### src/rtl/thumb_uart_streamer.sv
// Thumbnail-to-UART streamer: sync header, then WIDTH x HEIGHT words MSB byte first.
// Optional trailing XOR checksum byte when THUMB_STREAMER_CSUM_EN is defined.
module thumb_uart_streamer #(
    parameter int          WIDTH        = 40,
    parameter int          HEIGHT       = 30,
    parameter int          HOLDOFF_BITS = 13,
    parameter logic [7:0]  SYNC_BYTE    = 8'hA5,
    parameter int          SYNC_LEN     = 4
) (
    input  logic        sys_clk_i,
    input  logic        sys_rst_n_i,
    input  logic        start_i,
    input  logic        continuous_i,
    output logic [5:0]  rd_x_o,
    output logic [4:0]  rd_y_o,
    input  logic [31:0] rd_q_i,
    input  logic        uart_busy_i,
    output logic        uart_wr_o,
    output logic [7:0]  uart_dat_o,
    output logic        busy_o,
    output logic        frame_done_o
);

    localparam int SCW = (SYNC_LEN > 1) ? $clog2(SYNC_LEN) : 1;
    localparam logic [5:0]     X_LAST = 6'(WIDTH - 1);
    localparam logic [4:0]     Y_LAST = 5'(HEIGHT - 1);
    localparam logic [SCW-1:0] S_LAST = SCW'(SYNC_LEN - 1);

    typedef enum logic [2:0] {
        S_IDLE,
        S_SYNC,
        S_FETCH,
        S_LOAD,
        S_SEND,
`ifdef THUMB_STREAMER_CSUM_EN
        S_CSUM,
`endif
        S_DONE
    } state_t;

    state_t                  state_q;
    logic [HOLDOFF_BITS-1:0] holdoff_q;
    logic [HOLDOFF_BITS-1:0] holdoff_d;
    logic                    send_ok;
    logic [5:0]              x_q;
    logic [4:0]              y_q;
    logic [31:0]             word_q;
    logic [1:0]              idx_q;
    logic [SCW-1:0]          sync_q;
    logic                    wr_q;
    logic [7:0]              dat_q;
    logic                    busy_q;
    logic                    done_q;
    logic [7:0]              pix_byte;
`ifdef THUMB_STREAMER_CSUM_EN
    logic [7:0]              csum_q;
`endif

    assign rd_x_o       = x_q;
    assign rd_y_o       = y_q;
    assign uart_wr_o    = wr_q;
    assign uart_dat_o   = dat_q;
    assign busy_o       = busy_q;
    assign frame_done_o = done_q;

    // Idle-gap counter, byte select and the send permission.
    always_comb begin
        holdoff_d = holdoff_q;
        if (uart_busy_i || wr_q) begin
            holdoff_d = '0;
        end else if (!(&holdoff_q)) begin
            holdoff_d = holdoff_q + 1'b1;
        end
        send_ok = (&holdoff_q) && !uart_busy_i && !wr_q;
        unique case (idx_q)
            2'd0:    pix_byte = word_q[31:24];
            2'd1:    pix_byte = word_q[23:16];
            2'd2:    pix_byte = word_q[15:8];
            default: pix_byte = word_q[7:0];
        endcase
    end

    // Holdoff register.
    always_ff @(posedge sys_clk_i) begin
        if (!sys_rst_n_i) begin
            holdoff_q <= '0;
        end else begin
            holdoff_q <= holdoff_d;
        end
    end

    // Frame sequencer with registered strobe, data, address and status outputs.
    always_ff @(posedge sys_clk_i) begin
        if (!sys_rst_n_i) begin
            state_q <= S_IDLE;
            x_q     <= '0;
            y_q     <= '0;
            word_q  <= '0;
            idx_q   <= '0;
            sync_q  <= '0;
            wr_q    <= 1'b0;
            dat_q   <= '0;
            busy_q  <= 1'b0;
            done_q  <= 1'b0;
`ifdef THUMB_STREAMER_CSUM_EN
            csum_q  <= '0;
`endif
        end else begin
            wr_q   <= 1'b0;
            done_q <= 1'b0;
            unique case (state_q)
                S_IDLE: begin
                    if (start_i || continuous_i) begin
                        state_q <= S_SYNC;
                        x_q     <= '0;
                        y_q     <= '0;
                        sync_q  <= '0;
                        busy_q  <= 1'b1;
`ifdef THUMB_STREAMER_CSUM_EN
                        csum_q  <= '0;
`endif
                    end
                end
                S_SYNC: begin
                    if (send_ok) begin
                        wr_q  <= 1'b1;
                        dat_q <= SYNC_BYTE;
                        if (sync_q == S_LAST) begin
                            sync_q  <= '0;
                            state_q <= S_FETCH;
                        end else begin
                            sync_q <= sync_q + 1'b1;
                        end
                    end
                end
                S_FETCH: begin
                    state_q <= S_LOAD;
                end
                S_LOAD: begin
                    word_q  <= rd_q_i;
                    idx_q   <= '0;
                    state_q <= S_SEND;
                end
                S_SEND: begin
                    if (send_ok) begin
                        wr_q  <= 1'b1;
                        dat_q <= pix_byte;
                        idx_q <= idx_q + 1'b1;
`ifdef THUMB_STREAMER_CSUM_EN
                        csum_q <= csum_q ^ pix_byte;
`endif
                        if (idx_q == 2'd3) begin
                            if (x_q == X_LAST && y_q == Y_LAST) begin
`ifdef THUMB_STREAMER_CSUM_EN
                                state_q <= S_CSUM;
`else
                                state_q <= S_DONE;
                                done_q  <= 1'b1;
`endif
                            end else if (x_q == X_LAST) begin
                                x_q     <= '0;
                                y_q     <= y_q + 1'b1;
                                state_q <= S_FETCH;
                            end else begin
                                x_q     <= x_q + 1'b1;
                                state_q <= S_FETCH;
                            end
                        end
                    end
                end
`ifdef THUMB_STREAMER_CSUM_EN
                S_CSUM: begin
                    if (send_ok) begin
                        wr_q    <= 1'b1;
                        dat_q   <= csum_q;
                        done_q  <= 1'b1;
                        state_q <= S_DONE;
                    end
                end
`endif
                S_DONE: begin
                    busy_q  <= 1'b0;
                    state_q <= S_IDLE;
                end
                default: begin
                    busy_q  <= 1'b0;
                    state_q <= S_IDLE;
                end
            endcase
        end
    end

endmodule

### config.mk
export PLATFORM = sky130hd
export DESIGN_NAME = thumb_uart_streamer
export DESIGN_NICKNAME = d
export VERILOG_FILES = /design/src/rtl/thumb_uart_streamer.sv
export SDC_FILE = /design/constraint.sdc
export NUM_CORES = 1
export LEC_CHECK = 0
export ABC_AREA = 1
export CAP_MARGIN = 20
export CORE_ASPECT_RATIO = 0.6
export CORE_MARGIN = 2
export CORE_UTILIZATION = 35
export CTS_CLUSTER_DIAMETER = 40
export DETAILED_ROUTE_END_ITERATION = 10
export PLACE_DENSITY_LB_ADDON = 0.2
export SYNTH_ARGS = -nofsm -noshare
export SYNTH_HDL_FRONTEND = slang
export SYNTH_SLANG_ARGS = --single-unit
### constraint.sdc
create_clock -name sys_clk_i -period 1.9 [get_ports sys_clk_i]
set_clock_uncertainty 0.05 [all_clocks]
set_input_delay 0.38 -clock sys_clk_i [delete_from_list [all_inputs] [get_ports sys_clk_i]]
set_output_delay 0.38 -clock sys_clk_i [all_outputs]
set_load 0.05 [all_outputs]
==> results of run 1 <==
[synth_stat cells (2+ instances only)]
library cell	instances
a21oi_1	31
a22oi_1	7
a31oi_1	2
buf_1	2
clkbuf_1	12
clkinv_1	2
dfxtp_1	74
ha_1	9
inv_1	39
inv_2	3
nand2_1	91
nand2_2	2
nand3_1	32
nand3_2	3
nand4_1	8
nor2_1	99
nor2_4	2
nor3_1	7
o21ai_0	47
or2_2	3
xnor2_1	5
xor2_1	5
[layout make-up]
cell class,count,area [sq um]
well taps,135,169
multi-input cells,358,1800
clock inverters,3,17.5
repair buffers,84,758
clock buffers,11,243
fillers,1007,5100
inverters,44,168
flip-flops and latches,74,1490
[where the power goes]
part | switching (mW) | internal (mW)
sequential | 0.117 | 1.73
combinational | 1.11 | 0.596
clock | 0.619 | 0.899
total | 1.84 | 3.23
[timing repair]
item | in CTS | in global routing
gates resized for setup | 0 | 14
buffers inserted | 0 | 1
setup endpoints to repair | 0 | 21
[state kept, by name (all words and copies together), names as in the netlist, 2 cells and up]
signal	cells
state_q	3
sync_q	2
rd_x_o	6
uart_dat_o	8
rd_y_o	5
holdoff_q	13
word_q	32
idx_q	2
[routing by layer]
layer / vias to the layer above / track usage, % / part of all wire (%)
met4: 0 / 5.70 / 1.2
met3: 9 / 5.49 / 6.6
met5: - / 0 / 0
met1: 1495 / 23.7 / 52
li1: 1754 / - / -
met2: 76 / 26.4 / 40
[worst max path at each step]
stage | from | to | slack [ps] | depth (start not counted)
2_1_floorplan | rd_x_o[3] | rd_x_o[0] | 20 | 9
3_3_place_gp | uart_busy_i | rd_x_o[0] | 9 | 7
3_5_place_dp | uart_busy_i | uart_dat_o[0] | -0.4 | 8
4_1_cts | holdoff_q[1] | rd_x_o[1] | 50 | 8
5_1_grt | holdoff_q[1] | uart_dat_o[6] | 3 | 9
6_report | holdoff_q[1] | uart_dat_o[4] | 120 | 9
[cell families (layout without fill, tap and decap cells)]
family / Yosys count / after routing / synth area share [%]
simple gates: 251 / 251 / 31.2
compound gates: 88 / 88 / 13.6
flops: 74 / 74 / 42.8
buf+inv: 59 / 142 / 6.62
xor+xnor: 10 / 10 / 2.53
fa+ha+maj: 9 / 9 / 3.25
[per-stage QoR]
stage	utilization [%]	setup TNS [ps]	hold WS (ps)
2_1_floorplan	-	0	375
3_3_place_gp	44.4	0	385
3_5_place_dp	44.4	-0.411	393
4_1_cts	47.0	0	401
5_1_grt	47.6	0	425
6_report	47.6	0	399
[worst max-delay path: stages (launching register included)]
cell and delay [ps]:
dfxtp_4 370, ha_4 140, nand3_2 120, nor3_4 310
nand3_4 150, a21oi_4 200, buf_4 150, buf_4 100
nor2_1 30, nor2_1 80
[cell usage in the layout, fill, tap and decap left out, types with 2 or more instances in the layout]
| master | count |
|---|---|
| a21oi_1 | 31 |
| a22oi_1 | 7 |
| a31oi_1 | 2 |
| buf_12 | 3 |
| buf_4 | 45 |
| clkbuf_16 | 9 |
| clkdlybuf4s50_1 | 36 |
| clkinv_1 | 2 |
| clkinv_2 | 2 |
| dfxtp_1 | 69 |
| dfxtp_2 | 4 |
| ha_1 | 8 |
| inv_1 | 39 |
| inv_2 | 2 |
| nand2_1 | 90 |
| nand2_4 | 2 |
| nand3_1 | 31 |
| nand3_2 | 3 |
| nand4_1 | 8 |
| nor2_1 | 98 |
| nor2_4 | 3 |
| nor3_1 | 7 |
| o21ai_0 | 46 |
| or2_2 | 3 |
| xnor2_1 | 5 |
| xor2_1 | 5 |
==> metrics.md, run 1 <==
| Metric | Value |
|---|---|
| CP Class | `flip-flop to flip-flop` |
| Via count | `3334` |
| Vias per cell | `4.70` |
| Detailed Place HPWL | `6530 um` |
| Initial antenna violation count | `0` |
| Status | `finished, final reports clean` |
| Share of the synthesized area in the top cell type | `42.8%` |
| Syn Inst Count | `491` |
| Vias in the first global route | `3134` |
| Iter 0 DRT Violations | `152` |
| Reg2Reg Depth | `9` |
| Netlist cell types | `28` |
| First-pass DRT Iterations | `5` |
| Non-filler cells, final | `709` |
| CTS tree | `done` |
| Total global-route track usage | `17.5%` |
| Post-route ant nets | `0` |
| H-Tree Depth | `3` |
| Leading area contributor after synthesis | `dfxtp_1` |
| Syn-to-layout area delta | `34.1%` |
| Fin crit share | `93.9%` |
| Cts-stage hold buffer count | `0` |
| RSZ-0062 raised after global routing | `false` |
| Sequential area share after synthesis | `42.8%` |
| Clock sinks | `74` |
| Net Count, Synth | `537` |
| Io pins | `59` |
| Pwr Density | `1090 nW/um^2` |
| Final setup violation count | `0` |
| DR WL/cell | `12.3 um` |
| Largest net degree at the start of global routing | `38` |
| Die area | `10700 sq um` |
| Total power | `5.07 mW` |
| Layout cells sized above 1 | `15.0%` |
| Final #Nets | `617` |
| CP Max Fanout | `4` |
| Post-route cell area | `4640 sq um` |
| Least-Margin Pin Slew | `373 ps` |
| Row cnt | `28` |
| Final hold violations | `0` |
| Root Driver | `clkbuf_16` |
| Gr ovfl total | `0` |
| Reg-to-reg endpoint | `uart_dat_o[4]` |
| Crit. End Element | `flip-flop` |
| Ant. Diodes | `0` |
| Worst Setup Slack, final | `116 ps` |
| Fin. max-slew vios | `0` |
| Flip-flop and latch count after synthesis | `74` |
| Ranking of synthesized cells by area | `dfxtp_1 43%, nor2_1 11%, nand2_1 9.9%` |
| Max Root-Sink Buffers | `2` |
| FF-to-FF setup slack | `120 ps` |
| FFs w/ async S/R, synth | `0%` |
| Initial Util | `35.5%` |
| IO Port Bufs | `58` |
| Core Region | `9740 sq um` |
| # DRC | `0` |
| Reg-to-Reg Start | `holdoff_q[1]` |
| Cell area after synthesis | `3460 sq um` |
| Clk Latency, worst-skew pair | `340 ps` |
| Worst path required time | `2130 ps` |
| Post-synth EDFFs | `0` |
| Global-route wire length before repair | `14800 um` |
| Die X | `132 um` |
| Syn. warnings | `0` |
| Worst Hold End | `word_q[8]` |
| DP Area | `4320 sq um` |
| Average cell area after synthesis | `7.05 sq um` |
| Hold wc startpoint | `word_q[8]` |
| HP Class | `flip-flop to flip-flop` |
| Dpl ws | `-0.411 ps` |
| Placed insts | `694` |
| Max frequency | `561 MHz` |
| Tmin final | `1780 ps` |
| Clock transition at path regs | `50 ps` |
| Total wire length | `8740 um` |
| Peak VDD IR | `0.524 mV` |
| WP data arrival | `2010 ps` |
| Hold path depth | `2` |
| Relative slew slack | `75.1%` |
| Main synth FF type | `dfxtp_1` |
| Die height | `81.0 um` |
| Max Cap Viol | `0` |
| Lkg Pwr | `1.99 nW` |
| CTS buffer count | `9` |
| CP startpoint kind | `flip-flop` |
| Gp weighted congestion | `0.858` |
Note: power is estimated with default switching activity, not from simulation.
==> inputs of run 2 (changes only) <==
--- a/config.mk
+++ b/config.mk
@@ -12,6 +12,7 @@
 export CORE_UTILIZATION = 35
 export CTS_CLUSTER_DIAMETER = 40
 export DETAILED_ROUTE_END_ITERATION = 10
+export GPL_TIMING_DRIVEN = 0
 export PLACE_DENSITY_LB_ADDON = 0.2
 export SYNTH_ARGS = -nofsm -noshare
 export SYNTH_HDL_FRONTEND = slang
==> run 2 against run 1 <==
Global-route usage up 0.42 points. Critical path depth up 1. Sequential share of layout area up 0.063 points. Die area unchanged. Worst hold slack worse by 2.8 ps. Power up 3.1%. Via count up 3.7%. First-iteration DRC count up 69%. Core utilization about the same. Sequential cell count unchanged. Combinational power down 2%. Clock-buffer cell count up 1. Largest cell class unchanged. Largest power group unchanged.
==> metrics.md, run 2 (synthesis results as in run 1) <==
| Metric | Value |
|---|---|
| Commonest non-fill, non-tap cells in the layout | `96 x nor2_1, 90 x nand2_1, 68 x dfxtp_1` |
| CTS tree | `done` |
| Multi-input gate area in the final layout | `1820 sq um` |
| Die height | `81.0 um` |
| Least-Margin Pin Slew | `524 ps` |
| Largest net degree at the start of global routing | `12` |
| Relative slew slack | `65.0%` |
| Total global-route track usage | `17.9%` |
| RSZ-0062 raised after global routing | `true` |
| Number of flip-flops in the largest register | `32` |
| Total power | `5.23 mW` |
| Max Cap Viol | `0` |
| Biggest register | `word_q` |
| Die X | `132 um` |
| Post-Route Setup TNS | `0 ps` |
| Fin crit share | `94.2%` |
| Initial antenna violation count | `0` |
| Peak VDD IR | `0.526 mV` |
| # DRC | `0` |
| Global-route wire length before repair | `15000 um` |
| Fin. max-slew vios | `0` |
| Final hold violations | `0` |
| Commonest non-fill, non-tap cell in the layout | `nor2_1` |
| Crit. End Element | `flip-flop` |
| H-Tree Depth | `3` |
| Layout cells sized above 1 | `9.60%` |
| Vias per cell | `4.88` |
| Detailed Place HPWL | `6750 um` |
| Post-layout util | `47.7%` |
| DR WL/cell | `13.1 um` |
| Worst path required time | `2070 ps` |
| HP Class | `flip-flop to flip-flop` |
| Post-route cell area | `4640 sq um` |
| Root Driver | `clkbuf_16` |
| Pwr Density | `1130 nW/um^2` |
| Clock sinks | `74` |
| Status | `finished, final reports clean` |
| Io pins | `59` |
| Ant. Diodes | `0` |
| Iter 0 DRT Violations | `257` |
| Fill cell count | `1018` |
| Gr ovfl total | `0` |
| WP data arrival | `1960 ps` |
| CP Class | `flip-flop to flip-flop` |
| Vias in the first global route | `3133` |
| Worst hold slack | `396 ps` |
| Register area | `1490 sq um` |
| Total wire length | `9300 um` |
| CP startpoint kind | `flip-flop` |
| Final #Nets | `616` |
| IO Port Bufs | `58` |
| Gp weighted congestion | `0.861` |
| Core Region | `9740 sq um` |
| CP Max Fanout | `6` |
| Max Root-Sink Buffers | `2` |
| DP Area | `4210 sq um` |
| Via count | `3458` |
| First-pass DRT Iterations | `6` |
| Max frequency | `559 MHz` |
| CTS buffer count | `9` |
| Cts-stage hold buffer count | `0` |
| Lkg Pwr | `2.01 nW` |
| Final setup violation count | `0` |
| Row cnt | `28` |
| Syn-to-layout area delta | `34.2%` |
| Die area | `10700 sq um` |
| Initial Util | `35.5%` |
| Clock transition at path regs | `60 ps` |
| Tmin final | `1790 ps` |
| Clk Latency, worst-skew pair | `340 ps` |
| Post-route ant nets | `0` |
-- run 2: cell count changes in the layout (fill, tap and decap cells not counted), sizes merged --
cell and delta:
clkbuf +13, dlymetal6s2s +1, inv +1, buf -35
dlygate4sd2 +21, clkinv -3, bufinv +1
-- run 2: metal layers --
layer	share of wire [%]	GRT usage, %
met1	52	25.5
met2	40	25.7
met3	7.4	5.06
met4	0.97	6.13
met5	0	0
-- run 2: timing repair --
action / 4_1_cts / 5_1_grt
pin swaps: 1 / 4
gates resized for setup: 29 / 17
setup endpoints to repair: 78 / 42
buffers inserted: 2 / 8
-- run 2: critical path: stages, from the launching register on --
cell and delay (ps):
dfxtp_2 360, ha_1 210, nand3_1 100, nor2_2 170, nand3_1 170, nand2_1 170
inv_1 160, nand3_4 140, nand2_1 50, nand2_1 50, nor2_1 40
-- run 2: per-stage QoR --
stage          cells  worst slack [ps]
3_5_place_dp     684              -305
4_1_cts          700              2.98
3_3_place_gp     684              -238
5_1_grt          708             -7.87
6_report         708               110
2_1_floorplan    491              22.7
-- run 2: path summary, 6_finish.rpt --
| path | start | end | slack (ps) | cells after the start |
|---|---|---|---|---|
| max | rd_x_o[0] | rd_y_o[1] | 110 | 10 |
| min | word_q[8] | word_q[8] | 400 | 2 |
| max reg2reg | rd_x_o[0] | rd_y_o[1] | 110 | 10 |
| min reg2reg | word_q[8] | word_q[8] | 400 | 2 |
-- run 2: power by group --
| part | internal, mW | switching [mW] |
|---|---|---|
| logic | 0.536 | 1.12 |
| clock network | 1.07 | 0.632 |
| registers | 1.73 | 0.132 |
| total | 3.34 | 1.88 |
-- run 2: area by class of cell --
| type | instances | share of cell area [%] |
|---|---|---|
| flip-flops and latches | 74 | 32.2 |
| repair buffers | 68 | 13.6 |
| clock inverters | 2 | 0.808 |
| multi-input cells | 358 | 39.2 |
| inverters | 44 | 3.61 |
| clock buffers | 12 | 5.52 |
| plain buffers | 15 | 1.48 |
| well taps | 135 | 3.64 |
==> edit 1: new RTL, config.mk and constraints of run 2 <==
The option `THUMB_STREAMER_CSUM_EN` is turned on by a define.
--- a/src/rtl/thumb_uart_streamer.sv
+++ b/src/rtl/thumb_uart_streamer.sv
@@ -2,2 +2,4 @@
 // Optional trailing XOR checksum byte when THUMB_STREAMER_CSUM_EN is defined.
+`define THUMB_STREAMER_CSUM_EN
+
 module thumb_uart_streamer #(
Function: no difference found for any inputs over 10 cycles, from zero or initial values and one cycle with sys_rst_n_i low; that may be too few to reach the edited logic, so the function may still have changed.
==> edit 1 against run 2 <==
- area after synthesis up 16%
- sequential cell count rose by 8
- first-iteration DRC count grew 5.1%
- routed wire length is 16% higher
- worst hold slack better by 5.0 ps
- worst setup slack got worse by 14 ps
- synthesized cell count increased by 15%
- total power is 2.2% higher
- cell area up 10%
- maximum frequency is 0.79% lower
- clock power is 4% higher
- critical path type unchanged
- largest cell class unchanged
- highest routed layer unchanged
==> edit 1: results <==
[place]
place_congestion = 0.840
hpwlAfterDp_um = 8040
place_worst_setup_slack_ps = -383
placed_area_um2 = 4770
place_inst = 765

[critical_path]
cp_top_family = "buffers and inverters"
r2r-start = "state_q[1]$_SDFFE_PN0P_"
cpPeakStageDelay_ps = 380
crit_fanout = 10
r2r_slack_ps = 100
worst_r2r_endpoint = "uart_dat_o[3]$_SDFFE_PN0P_"
reg2regPathDepth = 8
cp.arrival_ps = 2030
crit_path_start_kind = "flop"
slowest_stage = "dfxtp_1"

[drt]
drtIter0Drc = 270
first_pass_iters = 5
viasPerCell = 4.90
wl_met1_um = 5670
dr_wl_met3_um = 665
num_vias = 3820
wire_per_inst_um = 13.8
wl_met2_um = 4340

[hold_path]
worstHoldEndpoint = "word_q[15]$_SDFFE_PN0P_"
hp-start = "word_q[15]$_SDFFE_PN0P_"
whs_path_depth = 2
hp-class = "flop to flop"

[global_routing]
grt_max_degree = 13
first_global_vias = 3497
grt_pass1_wl_um = 17400
gr-usage-all-layers_pct = 18.3

[yosys]
synth_compound_area_share_pct = 16.0
synthTopCellsByCount = "nor2_1 (98), nand2_1 (89), dfxtp_1 (82)"
yosys-top-cells-area = "dfxtp_1 (41%), nor2_1 (9.2%), nand2_1 (8.3%), a21oi_1 (5.9%), nand3_1 (5.2%)"
synth_cells = 563
synth_xor_xnor_area_share_pct = 2.62
synth_mux_area_share_pct = 0
yosysUniqueCellTypes = 35
ys_seq_area_share_pct = 40.9
synth_nets = 609
synth-adder-area-share_pct = 2.81

[timing]
period_needed_ps = 1800
slew_headroom_pct = 59.6
fin_hold_ws_ps = 401

[final_layout]
reg_top3 = "word_q (32), holdoff_q (13)"
layout-drive-gt1-share_pct = 12.3
final_nets = 677

[power]
swShare_pct = 34.9
power_density_nw_per_um2 = 1040
ir_drop_mv = 0.461
power_frac_seq_pct = 37.5
leakage_nw = 2.06
powerClk_mw = 1.77

[run_status]
status = "completed"

[clock_tree]
post-cts-setup-buffers = 1
insertion_delay_ps = 340
ctsResizeCount = 26
numCtsBuffers = 9
-- edit 1: cell count changes in the layout (fill, tap and decap cells not counted), moves of 7 or more --
cell / run 2 / this run
a22oi_1: 7 / 0
nand3_1: 31 / 42
inv_2: 3 / 11
buf_4: 10 / 1
o21ai_1: 0 / 13
a21oi_1: 31 / 46
o22ai_1: 0 / 7
dfxtp_1: 68 / 77
-- edit 1: tightest hold or removal path, delay by kind of cell (launching register included) --
kind	cells	cell delay (ps)
AO/OA/AOI/OAI	1	50
buffers and inverters	1	60
flip-flops	1	290
-- edit 1: cell type report --
type,count,area [um^2]
Buffer,18,87.6
Clock inverter,2,35.0
Tap cell,144,180
Fill cell,1103,6100
Timing Repair Buffer,60,576
Multi-Input combinational cell,403,2110
Inverter,57,216
Clock buffer,14,264
Sequential cell,82,1650
-- edit 1: routing by layer --
metal / up-vias / global-route usage [%]
met5: - / 0
met4: 0 / 4.91
met3: 11 / 5.11
met2: 82 / 25.1
met1: 1754 / 27.8
li1: 1973 / -
==> edit 2: new RTL, settings of run 2 <==
Without the edit above. The 6 states of `state_t` get a one-hot encoding in 6 bits.
--- a/src/rtl/thumb_uart_streamer.sv
+++ b/src/rtl/thumb_uart_streamer.sv
@@ -28,8 +28,8 @@
 
-    typedef enum logic [2:0] {
-        S_IDLE,
-        S_SYNC,
-        S_FETCH,
-        S_LOAD,
-        S_SEND,
+    typedef enum logic [5:0] {
+        S_IDLE  = 6'b000001,
+        S_SYNC  = 6'b000010,
+        S_FETCH = 6'b000100,
+        S_LOAD  = 6'b001000,
+        S_SEND  = 6'b010000,
 `ifdef THUMB_STREAMER_CSUM_EN
@@ -37,3 +37,3 @@
 `endif
-        S_DONE
+        S_DONE  = 6'b100000
     } state_t;
Behaviour: same outputs for any inputs over 10 cycles, from zero or initial values and one cycle with sys_rst_n_i low; not proved beyond that.
==> edit 2 against run 2 <==
- first-iteration DRC count is 12% lower
- global-route usage down 0.14 points
- sequential cell count grew 3
- area after synthesis is 7.3% higher
- non-clock buffer count decreased by 9
- routed wire length grew 4.1%
- worst setup slack better by 14 ps
- critical path depth fell by 2
- total power down 5.7%
- core utilization down 1.4 points
- synthesized cell count rose by 3.9%
- sequential power down 4%
- cell area increased by 4.1%
==> edit 2: results <==
[run_status]
status = "completed"

[timing]
slew_headroom_pct = 63.8

[place]
place_congestion = 0.848
io_buffer_count = 58
placed_area_um2 = 4470
place_inst = 707
place_worst_setup_slack_ps = -265
hpwlAfterDp_um = 7270

[yosys]
synth_xor_xnor_area_share_pct = 1.89
synthTopCellsByCount = "nand2_1 (83), dfxtp_1 (77), inv_1 (77)"
async_flop_share_pct = 0
synth_nets = 556
ys_seq_area_share_pct = 41.5
yosysUniqueCellTypes = 34
synth-adder-area-share_pct = 3.03
synth_mux_area_share_pct = 0
syn_area_per_cell_um2 = 7.28
ys.flop_type = "dfxtp_1"
ys_warn_count = 0
yosys-top-cells-area = "dfxtp_1 (42%), nand2_1 (8.4%), inv_1 (7.8%), a21oi_1 (7.5%), o21ai_0 (6.2%)"
synth_compound_area_share_pct = 18.2

[clock_tree]
ctsRootBufferMaster = "clkbuf_16"
numCtsBuffers = 9
clkSlewWorstSetupHoldPaths_ps = 60
clockBufferDepth = 2
insertion_delay_ps = 340
htree_levels = 3

[hold_path]
hp-start = "word_q[28]$_SDFFE_PN0P_"
hp-class = "flop to flop"

[drt]
drtIter0Drc = 225
drc = 0
wire_per_inst_um = 13.4
first_pass_iters = 4
viasPerCell = 4.73
num_vias = 3418

[final_layout]
regMostFlops = "word_q"
layout-drive-gt1-share_pct = 10.8
diodes = 0
largest_register_ffs = 32
final_nets = 624
fill_cells = 1099

[global_routing]
first_global_vias = 3129
gr-usage-all-layers_pct = 17.7
grt_pass1_wl_um = 15600
grt_max_degree = 15
antenna_found_initial = 0

[critical_path]
crit_fanout = 8
crit_path_start_kind = "flop"
r2r-start = "idx_q[0]$_SDFFE_PN0P_"

[power]
ir_drop_mv = 0.634
leakage_nw = 1.94
edit 2: cell count changes after synthesis, moves of 4 or more:
| cell | before | now |
|---|---|---|
| nand2_1 | 91 | 83 |
| o21ai_1 | 0 | 4 |
| nor2_1 | 99 | 39 |
| buf_2 | 0 | 5 |
| a31oi_1 | 2 | 6 |
| a21oi_1 | 31 | 56 |
| o211ai_1 | 0 | 4 |
| or2_2 | 3 | 7 |
| inv_1 | 39 | 77 |
edit 2: through the flow:
step / util [%] / power [mW] / hold WS, ps
after global routing: 46.3 / 5.20 / 420
after CTS: 45.9 / 4.94 / 397
final: 46.3 / 4.93 / 396
after floorplan: - / 2.73 / 374
after detailed placement: 42.8 / 3.09 / 386
after global placement: 42.8 / 3.05 / 384
edit 2: kinds of logic after synthesis:
kind of cell	Yosys count
simple gates	195
compound gates	125
buf+inv	96
flops	77
fa+ha+maj	9
xor+xnor	8
edit 2: worst max-delay path: stages, from the launching register on:
cell,delay [ps]
dfxtp_1,400
inv_1,100
ha_1,330
nand2_1,110
o21ai_0,160
a21oi_1,240
a22oi_1,100
o21ai_1,140
nor2_1,50
edit 2: what timing repair did:
item / in CTS / in global routing
buffers inserted: 0 / 0
pin swaps: 0 / 2
gates cloned: 0 / 0
resized for setup: 26 / 13
endpoints found under the setup margin: 43 / 24
edit 2: worst paths after layout:
path / cells past startpoint / to / slack (ps)
setup / recovery: 8 / uart_dat_o[5]$_SDFFE_PN0P_ / 120
hold / removal: 2 / word_q[28]$_SDFFE_PN0P_ / 400
setup reg to reg: 8 / uart_dat_o[5]$_SDFFE_PN0P_ / 120
hold reg to reg: 2 / word_q[28]$_SDFFE_PN0P_ / 400
edit 2: report_power, final:
part	internal, mW	leakage (nW)	total, mW	switching, mW
Combinational	0.416	1.16	1.27	0.856
Clock	1.16	0.156	1.86	0.704
Sequential	1.70	0.624	1.80	0.0951
Total	3.27	1.94	4.93	1.66
edit 2: area by class of cell:
cell class / instances / area share (%)
multi-input cells: 337 / 38.5
flip-flops and latches: 77 / 32.0
repair buffers: 58 / 11.5
inverters: 79 / 6.13
clock buffers: 9 / 4.66
well taps: 139 / 3.60
clock inverters: 7 / 2.04
plain buffers: 16 / 1.53
edit 2: routing by layer:
metal  global-route usage, %  up-vias  part of all wire [%]  wire length, um
met5                       0        -                     0                0
met1                    27.1     1553                    54             5200
met3                    5.40        2                   5.1              497
met2                    23.9       70                    41             3960
met4                    4.03        0                  0.27               26
li1                        -     1793                     -                -
